`src/rtl/monitor_contador.sv`:
```
// monitor_contador
//   Passive sequence checker for the 8-bit up/down counter. Each valid sample
//   of q is compared against a prediction built from the previous accepted
//   sample and the direction (mode) sampled alongside q. It reports
//   mismatches, wrap-arounds, error/wrap counts and lock/loss of sequence.
//
// Ports
//   clk        : clock, rising edge
//   reset      : synchronous, active-high
//   valid      : sample q/mode this edge when 1
//   q          : observed counter value (WIDTH)
//   mode       : observed direction, 0 = up, 1 = down
//   locked     : 1 while tracking the sequence
//   lost       : sticky, set when MAX_MISS consecutive mismatches are seen
//   mismatch   : one-cycle pulse per mismatched sample
//   wrap       : one-cycle pulse per correctly predicted wrap-around sample
//   err_count  : saturating mismatch count (8 bits)
//   wrap_count : saturating wrap count (16 bits)
module monitor_contador #(
    parameter int WIDTH    = 8,
    parameter int MAX_MISS = 4
) (
    input  logic             clk,
    input  logic             reset,
    input  logic             valid,
    input  logic [WIDTH-1:0] q,
    input  logic             mode,
    output logic             locked,
    output logic             lost,
    output logic             mismatch,
    output logic             wrap,
    output logic [7:0]       err_count,
    output logic [15:0]      wrap_count
);

    typedef enum logic [1:0] {
        IDLE  = 2'd0,
        TRACK = 2'd1,
        LOST  = 2'd2
    } state_t;

    localparam logic [3:0] MISS_LIMIT = 4'(MAX_MISS);

    state_t           state;
    logic [WIDTH-1:0] ref_val;
    logic [3:0]       miss_run;

    logic [WIDTH-1:0] exp_val;
    logic             hit;
    logic             wrap_hit;
    logic [3:0]       miss_next;

    // Direction comes from the current sample, so turning around is legal
    // at any point in the sequence.
    assign exp_val   = mode ? (ref_val - WIDTH'(1)) : (ref_val + WIDTH'(1));
    assign hit       = (q == exp_val);
    assign wrap_hit  = mode ? (q == {WIDTH{1'b1}}) : (q == '0);
    assign miss_next = miss_run + 4'd1;

    always_ff @(posedge clk) begin
        if (reset) begin
            state      <= IDLE;
            ref_val    <= '0;
            miss_run   <= '0;
            locked     <= 1'b0;
            lost       <= 1'b0;
            mismatch   <= 1'b0;
            wrap       <= 1'b0;
            err_count  <= '0;
            wrap_count <= '0;
        end else begin
            mismatch <= 1'b0;
            wrap     <= 1'b0;
            if (valid) begin
                // The monitor always follows the observed sequence, so a
                // single glitch costs two mismatches (glitch and return).
                ref_val <= q;
                case (state)
                    TRACK: begin
                        if (hit) begin
                            miss_run <= '0;
                            if (wrap_hit) begin
                                wrap <= 1'b1;
                                if (wrap_count != 16'hFFFF)
                                    wrap_count <= wrap_count + 16'd1;
                            end
                        end else begin
                            mismatch <= 1'b1;
                            miss_run <= miss_next;
                            if (err_count != 8'hFF)
                                err_count <= err_count + 8'd1;
                            if (miss_next == MISS_LIMIT) begin
                                state  <= LOST;
                                locked <= 1'b0;
                                lost   <= 1'b1;
                            end
                        end
                    end
                    default: begin
                        // IDLE and LOST both resync on the next sample
                        // without comparing it.
                        miss_run <= '0;
                        state    <= TRACK;
                        locked   <= 1'b1;
                    end
                endcase
            end
        end
    end

endmodule

```
`config.mk`:
```
export PLATFORM = sky130hd
export DESIGN_NAME = monitor_contador
export DESIGN_NICKNAME = d
export VERILOG_FILES = /design/src/rtl/monitor_contador.sv
export SDC_FILE = /design/constraint.sdc
export NUM_CORES = 1
export LEC_CHECK = 0
export ABC_AREA = 1
export BUFFER_PORTS_ARGS = -buffer_cell sky130_fd_sc_hd__buf_2
export CAP_MARGIN = 30
export CORE_UTILIZATION = 40
export DETAILED_ROUTE_END_ITERATION = 8
export GPL_ROUTABILITY_DRIVEN = 0
export PLACE_DENSITY_LB_ADDON = 0.25
export SETUP_SLACK_MARGIN = 0.1
export SKIP_CTS_REPAIR_TIMING = 1
export SLEW_MARGIN = 25
export SYNTH_ARGS = -nofsm -noshare
export SYNTH_HDL_FRONTEND = slang
export SYNTH_SLANG_ARGS = --single-unit
```
`constraint.sdc`:
```
create_clock -name clk -period 2.6 [get_ports clk]
set_clock_uncertainty 0.05 [all_clocks]
set_input_delay 0 -clock clk [delete_from_list [all_inputs] [get_ports clk]]
set_output_delay 0 -clock clk [all_outputs]
set_load 0.02 [all_outputs]
```
==> impl_results.md <==
* Largest net degree at the start of global routing at 27
* Gr usage total at around a fifth
* Total CTS buffers at 5
* Worst EP required at about 2.8 ns
* Initial antenna violation count at 0
* Worst Tran Pin Value at between 0.8 and 0.9 ns
* Setup ws final at about 0.44 ns
* Total nets after synthesis at 399
* Worst-path fanout max at 6
* CTS sink count at 41
* Worst hold path type: primary input to flip-flop
* Placed cell count at around 490
* Drt initial violations at around 110
* Antenna Nets Post-Route at 0
* CTS tree: yes
* Comb power frac at between 15 and 20%
* FF+latch count, synth at slightly above 40
* Clk buf depth at 2
* H-Tree Depth at 2
* Area grow syn2layout at 17.11%
* Max VDD drop at roughly 0.27 mV
* Worst path max stage delay at 0.43 ns
* CP Class: flip-flop to flip-flop
* Post-route cell area at 2997 um^2
* Synthesized area per cell at approximately 6.8 um^2
* Cell Int Power at about 0.9 mW
* CP endpoint kind: flip-flop
* Routed WL at around 6.0 mm
* DR DRC count at 0
* Die span in x at 81.98 um
* Dpl cell area at between 2000 and 3000 um^2
* Vias in the first global route at approximately 2,300
* CP cell instances: fa_1, nand2_1, nand2_1, nand3_1, nand2_1, nand2_1, nand2_1, inv_1, nand2_2, nor2_8, nand3_4, nor2_1, nand2_1, and3_1
* CP arrival at roughly 2.3 ns
* Rows at 28
* Power Dens Cells at 438.8 nW/um^2
* Synth Cell Area at ~2600 um^2
* Sequential-to-total area share from yosys stat at 32.08%
* Starting Density at 42.22%
* Core area at about 6000 um^2
* Port Buf Inserts at 39
* Crit-path most repeated cell: nand2_1
* Antenna diodes at 0
* Final TNS setup at 0 ns
* Worst slack, placed at 0.4365 ns
* Global-route wire length before repair at 10.08 mm
* Clock Pin Slew Worst Setup and Hold Paths at approximately 0.080 ns
* Synth warn at 0
* Psw at between 0.4 and 0.5 mW
* Vias post-DR at about 2,500
* Status: complete, no violations
* Clock latency reported for the late side of the worst-skew pair at approximately 0.31 ns
* Clock share of power at about 34%
* Distinct cell type count after synthesis at 38
* Pre-antenna DRT Iters at 4
* Endpoints failing hold at 0
* Post-Synthesis Cells at 376
* Post-DR vias/cell at about 4.9
* Max-cap violations at 0
* Finish-stage setup viols at 0
* Period utilisation layout at just over 80%
* Most frequent cells in the layout: 82 x nand2_1, 55 x inv_1, 41 x dfxtp_1, 39 x buf_2, 36 x nor2_1
* Crit path max-delay cell type: fa_1
* Final Non-Filler Cells at 501
* Layout cell share with drive strength beyond 1 at between 10% and 20%
* Most common cell after layout, fill and taps aside: nand2_1
* Hold Path Origin: reset
* Launching point of the worst reg2reg path: ref_val[0]
* Root buf cell: clkbuf_8
* Leakage at around 1.4 nW
* Die H at around 82 um
* Flop pwr share at 49.6%
* CP Launch Type: flip-flop
* Unrepaired setup endpoints after global routing: false
* Layout Nets at roughly 450
* Crit path time final at about 2.2 ns
* WL/cell at ~12 um
* Net switching share of the total power at a little over 30%
* Fmax at 463.7 MHz
* Relative slew slack at a little under half
* Final Max Slew Viols at 0
* CP Launch Point: ref_val[0]
* I/O pin cnt at 40
* Total gr overflow at 0
* Worst R2R Setup Slack at 0.44 ns
* Hpwl dp at ~4.5 mm
* Die area at between 6000 and 7000 um^2
-- worst paths after layout --
check                                endpoint  cells after the start
worst max-delay path            wrap_count[2]                     14
worst min-delay path            wrap_count[5]                      2
worst max register to register  wrap_count[2]                     14
worst min register to register           lost                      2
-- cell usage after synthesis (all sizes together) --
library cell  number  area (um^2)
nor3              11        71.32
nor3b              1        7.510
xor2               8        70.07
a211oi             1        7.510
ha                10        125.1
and2               1        6.260
a21oi             21        105.1
clkbuf             3        11.26
nand4              7        43.79
buf                2        10.01
o22ai              1        6.260
nand3             35        200.2
nor4               2        12.51
o21ai             24        123.9
fa                 1        20.02
nand2             87        349.1
inv               58        217.7
a31oi              1        6.260
o211ai             1        7.510
nor2              47        237.7
dfxtp             41        820.8
or2                3        18.77
xnor2              5        43.79
and3               1        6.260
nand3b             3        22.52
o21bai             1        7.510
-- cell type report --
class,instances,area [um^2]
Fill cell,643,3064
Multi-Input combinational cell,272,1499
Sequential cell,41,820.8
Timing Repair Buffer,47,275.3
Inverter,58,217.7
Tap cell,75,93.84
Clock buffer,5,68.82
Clock inverter,3,21.27
-- per-stage QoR --
step	hold WS [ns]	power, mW	utilization (%)
4_1_cts	-0.09566	1.322	48.12
6_report	0.009559	1.315	49.44
3_3_place_gp	0.2472	0.8743	46.64
5_1_grt	0.01681	1.385	49.44
2_1_floorplan	0.02847	0.8265	-
3_5_place_dp	0.2413	0.8780	46.64
-- power groups by stage --
stage / combinational (mW) / clock (mW) / sequential (mW)
CTS: 0.212 / 0.458 / 0.653
global route: 0.248 / 0.482 / 0.655
global placement: 0.208 / 0 / 0.667
finish: 0.219 / 0.443 / 0.653
floorplan: 0.157 / 0 / 0.669
detailed placement: 0.211 / 0 / 0.667
-- metal layers --
| metal | share of wire [%] | up-vias | track usage [%] |
|---|---|---|---|
| met5 | 0 | - | 0 |
| met4 | 1.5 | 0 | 7.719 |
| met1 | 48 | 1109 | 24.50 |
| li1 | - | 1309 | - |
| met2 | 47 | 35 | 33.39 |
| met3 | 3.3 | 8 | 3.444 |
-- state kept, by name, summed over array words and instances (netlist names) --
| register | cells |
|---|---|
| err_count | 8 |
| lost | 1 |
| mismatch | 1 |
| miss_run | 4 |
| ref_val | 8 |
| wrap_count | 16 |
| state | 2 |
| wrap | 1 |
-- kinds of logic after synthesis --
kind of cell / Yosys count / synth area share [%]
buffers and inverters: 63 / 9.340
adders and majority gates: 11 / 5.672
DFF: 41 / 32.08
and+or+nand+nor: 198 / 38.14
AOI/OAI and AO/OA: 50 / 10.32
xor gates and xnor gates: 13 / 4.450
-- worst max-delay path, delay by kind of cell, from the launching register on --
family                   cells  cell delay, ns
flip-flops                   1            0.37
adder cells (fa/ha/maj)      1            0.43
buffers and inverters        1            0.05
AND/OR/NAND/NOR             12            1.16
No activity file was read; power rests on OpenSTA's default activity.
